==> src/rtl/serial_config_shifter.sv <==
`timescale 1ns/1ps
`default_nettype none
// ============================================================================
//  Module      : serial_config_shifter
//  Description : Snapshots configuration bytes when start_reg[0] rises and
//                programs the TDC chip over its 4-wire serial config port:
//                a reset pulse, then 8*NBYTES bits MSB-first (byte 0 first),
//                then one capture strobe. All pad outputs are registered.
//  Revision    : 1.0  initial release
// ============================================================================
module serial_config_shifter #(
    parameter int CLK_DIV     = 8,   // clkin cycles per sck half-period (>=2)
    parameter int NBYTES      = 12,  // config bytes shifted per program
    parameter int RESET_TICKS = 4    // half-periods of p_reset before shifting (>=1)
) (
    input  logic                  clkin,
    input  logic                  rst,
    input  logic [7:0]            start_reg,
    input  logic [8*NBYTES-1:0]   cfg_data,
    output logic                  p_sck,
    output logic                  p_sda,
    output logic                  p_scapt,
    output logic                  p_reset,
    output logic                  busy,
    output logic                  done,
    output logic [7:0]            prog_count
);

    localparam int c_nbits = 8 * NBYTES;
    localparam int c_div_w = (CLK_DIV > 1) ? $clog2(CLK_DIV) : 1;
    localparam int c_bit_w = $clog2(c_nbits);
    localparam int c_ph_w  = (RESET_TICKS > 1) ? $clog2(RESET_TICKS) : 1;

    localparam logic [c_div_w-1:0] c_div_last = c_div_w'(CLK_DIV - 1);
    localparam logic [c_bit_w-1:0] c_bit_last = c_bit_w'(c_nbits - 1);
    localparam logic [c_ph_w-1:0]  c_ph_last  = c_ph_w'(RESET_TICKS - 1);
    // XOR with 7 turns the in-byte bit number into 7-(n%8), giving MSB-first order
    localparam logic [c_bit_w-1:0] c_bit_flip = c_bit_w'(7);

    typedef enum logic [2:0] {
        S_IDLE     = 3'd0,
        S_RESET    = 3'd1,
        S_SHIFT_LO = 3'd2,
        S_SHIFT_HI = 3'd3,
        S_CAPTURE  = 3'd4,
        S_DONE     = 3'd5
    } state_t;

    state_t                 state_q,      state_d;
    logic [c_div_w-1:0]     div_q,        div_d;
    logic [c_bit_w-1:0]     bitcnt_q,     bitcnt_d;
    logic [c_ph_w-1:0]      phcnt_q,      phcnt_d;
    logic [c_nbits-1:0]     shadow_q,     shadow_d;
    logic [7:0]             prog_count_q, prog_count_d;
    logic                   start_q,      start_d;
    logic                   sck_q,        sck_d;
    logic                   sda_q,        sda_d;
    logic                   scapt_q,      scapt_d;
    logic                   preset_q,     preset_d;
    logic                   busy_q,       busy_d;
    logic                   done_q,       done_d;

    logic                   w_req;
    logic                   w_tick;
    logic [c_bit_w-1:0]     w_sda_idx;

    // Only bit 0 of the control register is meaningful
    logic                   unused_start_bits;
    assign unused_start_bits = ^start_reg[7:1];

    assign w_req     = start_reg[0] & ~start_q;
    assign w_tick    = (div_q == c_div_last);

    // Next-state, counters, and next values of the registered pad outputs
    always_comb begin
        state_d      = state_q;
        div_d        = div_q;
        bitcnt_d     = bitcnt_q;
        phcnt_d      = phcnt_q;
        shadow_d     = shadow_q;
        prog_count_d = prog_count_q;
        start_d      = start_reg[0];

        // Divider free-runs while a frame is active and rests at 0 in IDLE
        if (state_q == S_IDLE) begin
            div_d = '0;
        end else if (w_tick) begin
            div_d = '0;
        end else begin
            div_d = div_q + 1'b1;
        end

        case (state_q)
            S_IDLE: begin
                if (w_req) begin
                    shadow_d = cfg_data;
                    bitcnt_d = '0;
                    phcnt_d  = '0;
                    state_d  = S_RESET;
                end
            end
            S_RESET: begin
                if (w_tick) begin
                    if (phcnt_q == c_ph_last) begin
                        state_d = S_SHIFT_LO;
                    end else begin
                        phcnt_d = phcnt_q + 1'b1;
                    end
                end
            end
            S_SHIFT_LO: begin
                if (w_tick) begin
                    state_d = S_SHIFT_HI;
                end
            end
            S_SHIFT_HI: begin
                if (w_tick) begin
                    if (bitcnt_q == c_bit_last) begin
                        state_d = S_CAPTURE;
                    end else begin
                        bitcnt_d = bitcnt_q + 1'b1;
                        state_d  = S_SHIFT_LO;
                    end
                end
            end
            S_CAPTURE: begin
                // Count the program as it enters DONE so the count is
                // already updated while the done pulse is visible
                if (w_tick) begin
                    state_d      = S_DONE;
                    prog_count_d = prog_count_q + 1'b1;
                end
            end
            S_DONE: begin
                state_d = S_IDLE;
            end
            default: begin
                state_d = S_IDLE;
            end
        endcase

        // Pads are decoded from the next state so they change together with it
        w_sda_idx = bitcnt_d ^ c_bit_flip;
        sck_d     = (state_d == S_SHIFT_HI);
        sda_d     = ((state_d == S_SHIFT_LO) || (state_d == S_SHIFT_HI)) ? shadow_d[w_sda_idx] : 1'b0;
        scapt_d   = (state_d == S_CAPTURE);
        preset_d  = (state_d == S_RESET);
        busy_d    = (state_d != S_IDLE);
        done_d    = (state_d == S_DONE);
    end

    // State and output registers; reset aborts any frame without a capture strobe
    always_ff @(posedge clkin) begin
        if (rst) begin
            state_q      <= S_IDLE;
            div_q        <= '0;
            bitcnt_q     <= '0;
            phcnt_q      <= '0;
            shadow_q     <= '0;
            prog_count_q <= '0;
            start_q      <= 1'b1;
            sck_q        <= 1'b0;
            sda_q        <= 1'b0;
            scapt_q      <= 1'b0;
            preset_q     <= 1'b0;
            busy_q       <= 1'b0;
            done_q       <= 1'b0;
        end else begin
            state_q      <= state_d;
            div_q        <= div_d;
            bitcnt_q     <= bitcnt_d;
            phcnt_q      <= phcnt_d;
            shadow_q     <= shadow_d;
            prog_count_q <= prog_count_d;
            start_q      <= start_d;
            sck_q        <= sck_d;
            sda_q        <= sda_d;
            scapt_q      <= scapt_d;
            preset_q     <= preset_d;
            busy_q       <= busy_d;
            done_q       <= done_d;
        end
    end

    assign p_sck      = sck_q;
    assign p_sda      = sda_q;
    assign p_scapt    = scapt_q;
    assign p_reset    = preset_q;
    assign busy       = busy_q;
    assign done       = done_q;
    assign prog_count = prog_count_q;

endmodule
`default_nettype wire

==> config.mk <==
export PLATFORM = sky130hd
export DESIGN_NAME = serial_config_shifter
export DESIGN_NICKNAME = d
export VERILOG_FILES = /design/src/rtl/serial_config_shifter.sv
export SDC_FILE = /design/constraint.sdc
export NUM_CORES = 1
export LEC_CHECK = 0
export ABC_AREA = 1
export BUFFER_PORTS_ARGS = -buffer_cell sky130_fd_sc_hd__buf_4
export CAP_MARGIN = 20
export CORE_UTILIZATION = 45
export CTS_CLUSTER_DIAMETER = 40
export CTS_CLUSTER_SIZE = 30
export DETAILED_ROUTE_END_ITERATION = 6
export PLACE_DENSITY = 0.67
export SLEW_MARGIN = 20
export SYNTH_ARGS = -nofsm -noshare
export SYNTH_HDL_FRONTEND = slang
export SYNTH_SLANG_ARGS = --single-unit
==> constraint.sdc <==
create_clock -name clkin -period 2.6 [get_ports clkin]
set_input_delay 0.13 -clock clkin [delete_from_list [all_inputs] [get_ports clkin]]
set_output_delay 0.13 -clock clkin [all_outputs]
set_load 0.005 [all_outputs]
==> results.toml, run 1 <==
[placed_design]
post-dp-hpwl_mm = 10.6
port_buffers = 112
gp_congestion = 0.821

[clocking]
post_cts_buffers = 0
htreeDepth = 4
cts_buffer_depth = 2
cts_buffers = 17
cts_tree = "built"
clk_latency_ns = 0.42
cts_sinks = 126
root_buffer = "clkbuf_16"
clkTransAtPathRegs_ns = 0.05

[die]
rows = 41
design.core.area_sq_um = 12700
initial_core_util = 0.465
ios = 120
die_y_microns = 116
die_x_microns = 116
dieArea_sq_um = 13500

[setup_path]
critPathKind = "reg -> reg"
crit_start = "state_q[1]$_SDFF_PP0_"
reg2regPathDepth = 14
endpoint_kind = "flop"
worstPathMaxFanout = 39
path_common_cell = "nand3_1"
r2r_start = "state_q[1]$_SDFF_PP0_"
slowest_stage = "dfxtp_1"
slowest_delay_ns = 0.35
start_kind = "flop"
cp.arrival_ns = 2.65
path_cells = "nor2_2 -> nand3_4 -> buf_12 -> or2_1 -> o21ai_0 -> nand3_1 -> nand3_1 -> nand3_1 -> nand3_1 -> nand3_1 -> nand2_1 -> nand2_1 -> nand3_1 -> nor2_1"
reg2reg_slack_ns = 0.26
cp.required_ns = 2.92

[power]
intPower_mw = 3.76
p_per_area_nw_per_um2 = 591
irDropWorstVdd_uv = 380
pwr-share-seq = 0.417
p_total_mw = 4.84
clkPwrFrac = 0.475
netSwitchingFraction = 0.224
cellLeakagePower_nw = 4.05
p_switching_mw = 1.08
p_comb_frac = 0.108

[worst_hold_path]
whs_path_depth = 3
hold_path.startpoint = "cfg_data[66]"
hold_path.class = "in -> reg"

[grt]
grt_pass1_vias = 5897
grt_overflow = 0
grt_pass1_wl_mm = 26.9
antenna_found_initial = 0
grt_max_degree = 67
grt_use_total = 0.256

[sta]
min_period_ns = 2.34
fmax_mhz = 428
slew_violations = 0
finalSetupTns_ns = 0
max_slew_margin = 0.524
hold_viol = 0
fin_worst_skew_ns = 0.00481
rsz0062_at_grt = "no"
hold_slack_ns = 0.00595
setup_viol = 0
worst_slew_pin_slew_ns = 0.714
finalCritPeriodShare = 0.898

[logic_synthesis]
synth_top_area_share = 0.428
synth_area_leaders = "dfxtp_1 43%, nand2_1 13%, nand3_1 9.8%, mux2i_1 8.8%, nor2_1 5.9%"
syn_nets = 906
yosysTopAreaCell = "dfxtp_1"
synth_edf_count = 0
synth_ff_type = "dfxtp_1"
ys_async_sr_fraction = 0
syn_inst = 795
syn-mean-instance-area_sq_um = 7.41
syn_area_sq_um = 5890
ys_warn_count = 0
synth_seq_area_share = 0.428
ys_types = 37
ys_ff_latch = 126

[routing]
ant_nets = 0
drt_pass1_iterations = 5
drt_iter0_markers = 363
drc = 0
num_vias = 5933
drt-wirelength-per-cell_microns = 14.4
via_per_inst = 5.12
wirelength_mm = 16.7

[status]
outcome = "finished, final reports clean"

[final_layout]
nets = 1086
layout-drive-gt1-share = 0.191
area_delta_synth_final_pct = 39.1
antennaDiodeCount = 0
nFillCells = 1105

[job]
maxCapViolations = 0
flip-flops by register name (all words and copies together), names as in the netlist, 2 cells and up:
name        count
div_q           3
shadow_q       96
phcnt_q         2
bitcnt_q        7
state_q         3
prog_count      8
synthesized netlist by cell type, types with 2 or more instances:
library cell and count:
o21ai_0 17, inv_2 7, buf_6 7, nand3_2 2, inv_1 28, nand2_2 8
dfxtp_1 126, clkbuf_1 15, or2_0 5, o21ai_1 9, or2_1 2, nor2_1 92
nand3_1 115, ha_1 5, buf_2 16, nor3_1 7, and3_1 3, a31oi_1 6
mux2i_1 52, nand2_1 207, buf_4 6, a21oi_1 41, nor2_2 2, or2_2 4
area by class of cell:
cell class	instances	area (sq um)	share of cell area
clock buffer	21	440	0.0537
clock inverter	9	120	0.0147
inverter	35	136	0.0166
multi-input combinational	591	3010	0.368
sequential	126	2520	0.308
tap	172	215	0.0263
timing repair buffer	204	1750	0.213
cells by family (layout without fill, tap and decap cells):
group                      Yosys count  in the layout  share of synthesized area
and+or+nand+nor                    452            453                      0.332
DFF                                126            126                      0.428
AOI/OAI and AO/OA                   81             81                     0.0744
buffers and inverters               79            269                     0.0665
muxes                               52             52                     0.0884
adders and majority gates            5              5                     0.0106
power groups by stage:
stage / registers (mW) / logic (mW) / clock network [mW]
6_report: 2.02 / 0.524 / 2.30
4_1_cts: 2.02 / 0.514 / 2.33
5_1_grt: 2.02 / 0.576 / 2.41
2_1_floorplan: 2.05 / 0.249 / 0
3_5_place_dp: 2.06 / 0.427 / 0
3_3_place_gp: 2.05 / 0.416 / 0
worst paths after layout:
path,to
min,shadow_q[66]$_SDFF_PP0_
max,p_sda$_SDFF_PP0_
max reg2reg,p_sda$_SDFF_PP0_
min reg2reg,div_q[0]$_SDFF_PP0_
layer usage:
| metal | global-route usage | wire length [microns] |
|---|---|---|
| met5 | 0 | 0 |
| met4 | 0.119 | 372 |
| met3 | 0.0519 | 874 |
| met2 | 0.435 | 8190 |
| met1 | 0.310 | 7280 |
worst max-delay path, delay by kind of cell (launching register included):
kind	cells	cell delay, ns
AO/OA/AOI/OAI	1	0.12
AND/OR/NAND/NOR	12	1.47
buffers and inverters	1	0.28
flip-flops	1	0.35
timing repair:
item                       4_1_cts  5_1_grt
hold buffers                    71        0
setup endpoints to repair        0        1
hold endpoints to repair        71        0
resized for setup                0        7
per-stage QoR:
stage,setup WS [ns],utilization,cell area (sq um),instances
after detailed placement,0.0914,0.544,6890,1056
after CTS,0.0668,0.644,8160,1157
after global routing,0.0548,0.647,8190,1158
after floorplan,0.550,-,5890,795
after global placement,0.154,0.544,6890,1056
final,0.265,0.647,8190,1158
cells in the final DEF (no fill, tap or decap), types with 3 or more instances in the layout:
| master | count |
|---|---|
| a21oi_1 | 41 |
| a31oi_1 | 6 |
| and3_1 | 3 |
| buf_12 | 3 |
| buf_4 | 130 |
| bufinv_16 | 3 |
| clkbuf_1 | 4 |
| clkbuf_16 | 17 |
| clkinv_2 | 6 |
| dfxtp_1 | 126 |
| dlygate4sd3_1 | 71 |
| ha_1 | 4 |
| inv_1 | 28 |
| inv_2 | 5 |
| mux2i_1 | 52 |
| nand2_1 | 207 |
| nand2_2 | 7 |
| nand3_1 | 115 |
| nor2_1 | 91 |
| nor2_2 | 3 |
| nor3_1 | 7 |
| o21ai_0 | 17 |
| o21ai_1 | 9 |
| or2_0 | 5 |
| or2_2 | 4 |
Note: power is estimated with default switching activity, not from simulation.
==> run 2: changes to the inputs <==
--- a/config.mk
+++ b/config.mk
@@ -10,9 +10,10 @@
 export CAP_MARGIN = 20
 export CORE_UTILIZATION = 45
 export CTS_CLUSTER_DIAMETER = 40
-export CTS_CLUSTER_SIZE = 30
+export CTS_CLUSTER_SIZE = 12
 export DETAILED_ROUTE_END_ITERATION = 6
 export PLACE_DENSITY = 0.67
+export RECOVER_POWER = 100
 export SLEW_MARGIN = 20
 export SYNTH_ARGS = -nofsm -noshare
 export SYNTH_HDL_FRONTEND = slang
==> run 2 against run 1 <==
Non-clock buffer count unchanged. Power decreased by 0.13%. Sequential share of layout area about the same. Die area unchanged.
==> results.toml, run 2 (same netlist as run 1, synthesis figures left out) <==
[setup_path]
reg2regPathDepth = 14
cp.depth = 14
r2r_end = "p_sda$_SDFF_PP0_"
endpoint_kind = "flop"
cp.required_ns = 2.91
reg2reg_slack_ns = 0.26
cpLargestDelayFamily = "simple AND/OR/NAND/NOR gates"
slowest_delay_ns = 0.35
worstPathMaxFanout = 39
crit_start = "state_q[1]$_SDFF_PP0_"
slowest_stage = "dfxtp_1"
start_kind = "flop"
path_cells = "nor2_2 -> nand3_4 -> buf_12 -> or2_1 -> o21ai_0 -> nand3_1 -> nand3_1 -> nand3_1 -> nand3_1 -> nand3_1 -> nand2_1 -> nand2_1 -> nand3_1 -> nor2_1"
path_common_cell = "nand3_1"
crit_buf_inv = 1
critPathKind = "reg -> reg"
r2r_start = "state_q[1]$_SDFF_PP0_"
crit_end = "p_sda$_SDFF_PP0_"
cp.arrival_ns = 2.65

[placed_design]
port_buffers = 112
gp_congestion = 0.821
dp.cells = 1056
post-dp-hpwl_mm = 10.6

[die]
ios = 120
die_y_microns = 116
dieArea_sq_um = 13500
initial_core_util = 0.465
rows = 41
design.core.area_sq_um = 12700
die_x_microns = 116

[grt]
grt_pass1_wl_mm = 26.9
antenna_found_initial = 0
grt_pass1_vias = 5897
grt_use_total = 0.256
grt_max_degree = 67
grt_overflow = 0

[sta]
hold_viol = 0
worst_slew_pin_slew_ns = 1.40
rsz0062_at_grt = "no"
hold_slack_ns = 0.00903
fin_worst_skew_ns = 0.00496
max_slew_margin = 0.0656
slew_violations = 0
finalCritPeriodShare = 0.899
setup_viol = 0
min_period_ns = 2.34
fmax_mhz = 428
finalSetupTns_ns = 0

[final_layout]
final_cell_mix = "207 x nand2_1, 126 x dfxtp_1, 115 x nand3_1"
layout-drive-gt1-share = 0.189
fin_util = 0.646
nets = 1086
regMostFlops = "shadow_q"
area_delta_synth_final_pct = 38.9
final_common_cell = "nand2_1"
antennaDiodeCount = 0
stdcell_count = 1158
largest_register_ffs = 96

[clocking]
clk_latency_ns = 0.42
cts_buffer_depth = 2
cts_sinks = 126
cts_tree = "built"
clkTransAtPathRegs_ns = 0.05
post_cts_buffers = 0
htreeDepth = 4
root_buffer = "clkbuf_16"
cts_buffers = 17

[power]
p_per_area_nw_per_um2 = 591
irDropWorstVdd_uv = 380
cellLeakagePower_nw = 4.03

[routing]
drc = 0
drt_iter0_markers = 367
ant_nets = 0
wirelength_mm = 16.7
drt_pass1_iterations = 6
via_per_inst = 5.10
drt-wirelength-per-cell_microns = 14.4
num_vias = 5911

[status]
outcome = "finished, final reports clean"

[worst_hold_path]
hold_path.class = "in -> reg"

[job]
maxCapViolations = 0
==> run 2: worst reg2reg max path, cell delays in order (launching register included) <==
cell and delay, ns:
dfxtp_1 0.35, nor2_2 0.26, nand3_4 0.26, buf_12 0.29, or2_1 0.23, o21ai_0 0.12
nand3_1 0.12, nand3_1 0.09, nand3_1 0.10, nand3_1 0.09, nand3_1 0.08, nand2_1 0.07
nand2_1 0.05, nand3_1 0.08, nor2_1 0.05
==> run 2: stage by stage <==
step / total power, mW / cell area (sq um) / setup WS (ns)
2_1_floorplan: 2.30 / 5890 / 0.550
3_3_place_gp: 2.47 / 6890 / 0.154
3_5_place_dp: 2.49 / 6890 / 0.0914
4_1_cts: 4.86 / 8160 / 0.0668
5_1_grt: 5.01 / 8180 / 0.0526
6_report: 4.84 / 8180 / 0.264
==> run 2: worst min path at each step <==
| stage | startpoint | endpoint | cells after the start | slack [ns] |
|---|---|---|---|---|
| 5_1_grt | cfg_data[71] | shadow_q[71]$_SDFF_PP0_ | 3 | 0.01 |
| 2_1_floorplan | rst | state_q[0]$_SDFF_PP0_ | 1 | 0.21 |
| 3_5_place_dp | start_reg[0] | start_q$_SDFF_PP1_ | 3 | 0.33 |
| 4_1_cts | cfg_data[67] | shadow_q[67]$_SDFF_PP0_ | 3 | 0.006 |
| 6_report | cfg_data[66] | shadow_q[66]$_SDFF_PP0_ | 3 | 0.009 |
| 3_3_place_gp | start_reg[0] | start_q$_SDFF_PP1_ | 3 | 0.32 |
==> run 2: power breakdown <==
part	internal (mW)	switching (mW)	total [mW]
Clock	1.48	0.813	2.30
Combinational	0.275	0.247	0.522
Sequential	2.00	0.0198	2.02
==> run 2: area by class of cell <==
cell class              count  area (sq um)
fillers                  1109          4490
multi-input cells         591          3010
flip-flops and latches    126          2520
repair buffers            204          1730
clock buffers              21           440
well taps                 172           215
inverters                  35           136
clock inverters             9           120
==> run 2: routing by layer <==
metal / GRT usage / part of all wire
met1: 0.310 / 0.45
met5: 0 / 0
met4: 0.119 / 0.022
met2: 0.435 / 0.48
met3: 0.0519 / 0.048
==> run 2: repair_timing <==
item,CTS,global route
endpoints found under the setup margin,0,1
gates resized for setup,0,7
hold endpoints to repair,71,0
hold buffers,71,0
==> run 3: changes to the inputs <==
--- a/config.mk
+++ b/config.mk
@@ -8,6 +8,7 @@
 export ABC_AREA = 1
 export BUFFER_PORTS_ARGS = -buffer_cell sky130_fd_sc_hd__buf_4
 export CAP_MARGIN = 20
+export CORE_ASPECT_RATIO = 1.2
 export CORE_UTILIZATION = 45
 export CTS_CLUSTER_DIAMETER = 40
 export CTS_CLUSTER_SIZE = 12
==> run 3 against run 2 <==
Cell area down 1.2%. The run now ends with capacitance limit, slew limit left. Core utilization shrank 1.0 points. Sequential share of layout area up 0.38 points. Sequential power about the same.
==> results.toml, run 3 (same netlist as run 1, synthesis figures left out) <==
[clocking]
clkTransAtPathRegs_ns = 0.06
cts_buffers = 17
clk_latency_ns = 0.41
cts_tree = "built"
cts_sinks = 126
root_buffer = "clkbuf_16"
cts_buffer_depth = 2
htreeDepth = 4

[routing]
drt-wirelength-per-cell_microns = 13.7
via_per_inst = 5.05
num_vias = 5731
ant_nets = 0
drc = 0
wirelength_mm = 15.6
drt_iter0_markers = 318
drt_pass1_iterations = 4

[final_layout]
layout-drive-gt1-share = 0.193
antennaDiodeCount = 0
nFillCells = 1156
nets = 1070
final_common_cell = "nand2_1"
final_cell_mix = "207 x nand2_1, 126 x dfxtp_1, 115 x nand3_1"
multi_input_area_sq_um = 2980
ff_latch_area_sq_um = 2520
area_delta_synth_final_pct = 37.2
fin_util = 0.635
largest_register_ffs = 96
final_area_sq_um = 8080
regMostFlops = "shadow_q"

[grt]
grt_pass1_wl_mm = 25.4
grt_use_total = 0.235
antenna_found_initial = 0
grt_pass1_vias = 5464
grt_max_degree = 74
grt_overflow = 0

[power]
p_switching_mw = 1.11
p_comb_frac = 0.096
intPower_mw = 3.95
cellLeakagePower_nw = 4.01
irDropWorstVdd_uv = 408
p_per_area_nw_per_um2 = 626
pwr-share-seq = 0.398
netSwitchingFraction = 0.219
clkPwrFrac = 0.506

[setup_path]
cp.required_ns = 2.91
worstPathMaxFanout = 13
slowest_stage = "dfxtp_1"
endpoint_kind = "flop"
cpLargestDelayFamily = "simple AND/OR/NAND/NOR gates"
path_common_cell = "nand3_1"
critPathKind = "reg -> reg"
crit_buf_inv = 2
slowest_delay_ns = 0.33
start_kind = "flop"
cp.arrival_ns = 2.63
path_cells = "ha_1 -> ha_1 -> inv_1 -> nor2_1 -> a21oi_2 -> inv_2 -> nand3_1 -> nand3_1 -> nand3_1 -> nand2_1 -> nand2_1 -> nand3_1 -> nor2_1"

[die]
dieArea_sq_um = 13600
initial_core_util = 0.463
design.core.area_sq_um = 12700
die_y_microns = 127
rows = 45
ios = 120
die_x_microns = 106

[worst_hold_path]
hold_path.class = "in -> reg"

[job]
maxCapViolations = 1

[sta]
worst_slew_pin_slew_ns = 1.82
fmax_mhz = 430
slew_violations = 42
min_period_ns = 2.32
rsz0062_at_grt = "no"
finalSetupTns_ns = 0
fin_worst_skew_ns = 0.00653
hold_viol = 0
finalCritPeriodShare = 0.894
max_slew_margin = -0.211
setup_viol = 0

[status]
violations = "capacitance limit, slew limit"
outcome = "complete, but fails checks"

[placed_design]
port_buffers = 112
post-dp-hpwl_mm = 10.1
gp_congestion = 0.824
placed_cell_area_sq_um = 6900
run 3: cell type report:
cell class	count	area share
well taps	164	0.0254
multi-input cells	590	0.369
inverters	35	0.0163
repair buffers	189	0.198
flip-flops and latches	126	0.312
clock inverters	10	0.0197
clock buffers	21	0.0594
run 3: what timing repair did:
| action | in CTS | in global routing |
|---|---|---|
| resized for setup | 0 | 0 |
| setup buffers | 0 | 0 |
| hold endpoints to repair | 55 | 1 |
| hold buffers | 55 | 1 |
run 3: per-layer routing:
metal	vias to the layer above	routed length (microns)	GRT usage
li1	2950	-	-
met1	2613	6870	0.287
met2	147	7690	0.411
met3	21	784	0.0469
met4	0	235	0.0790
met5	-	0	0
run 3: worst paths after layout:
| kind | endpoint | cells after the start | start | slack, ns |
|---|---|---|---|---|
| setup reg to reg | p_sda$_SDFF_PP0_ | 13 | div_q[0]$_SDFF_PP0_ | 0.28 |
| hold reg to reg | div_q[0]$_SDFF_PP0_ | 1 | div_q[0]$_SDFF_PP0_ | 0.42 |
| setup / recovery | p_sda$_SDFF_PP0_ | 13 | div_q[0]$_SDFF_PP0_ | 0.28 |
| hold / removal | shadow_q[75]$_SDFF_PP0_ | 3 | cfg_data[75] | 0.005 |
run 3: metrics by stage:
step	cells	setup WS, ns	hold slack (ns)	power [mW]
after floorplan	795	0.550	0.210	2.30
after global placement	1048	0.272	0.317	2.47
after detailed placement	1048	0.261	0.327	2.48
after CTS	1134	0.252	0.00235	5.09
after global routing	1135	0.0472	0.00648	5.24
final	1135	0.275	0.00460	5.06
run 3: worst register-to-register path, cell delays in order, from the launching register on:
cell and delay, ns:
dfxtp_1 0.33, ha_1 0.15, ha_1 0.29, inv_1 0.19
nor2_1 0.28, a21oi_2 0.14, inv_2 0.27, nand3_1 0.14
nand3_1 0.11, nand3_1 0.07, nand2_1 0.10, nand2_1 0.05
nand3_1 0.07, nor2_1 0.05
run 3: power groups by stage:
| stage | clock [mW] | combinational [mW] | sequential, mW |
|---|---|---|---|
| after floorplan | 0 | 0.249 | 2.05 |
| after global routing | 2.68 | 0.537 | 2.02 |
| after global placement | 0 | 0.420 | 2.05 |
| final | 2.56 | 0.488 | 2.02 |
| after CTS | 2.58 | 0.491 | 2.02 |
| after detailed placement | 0 | 0.422 | 2.06 |
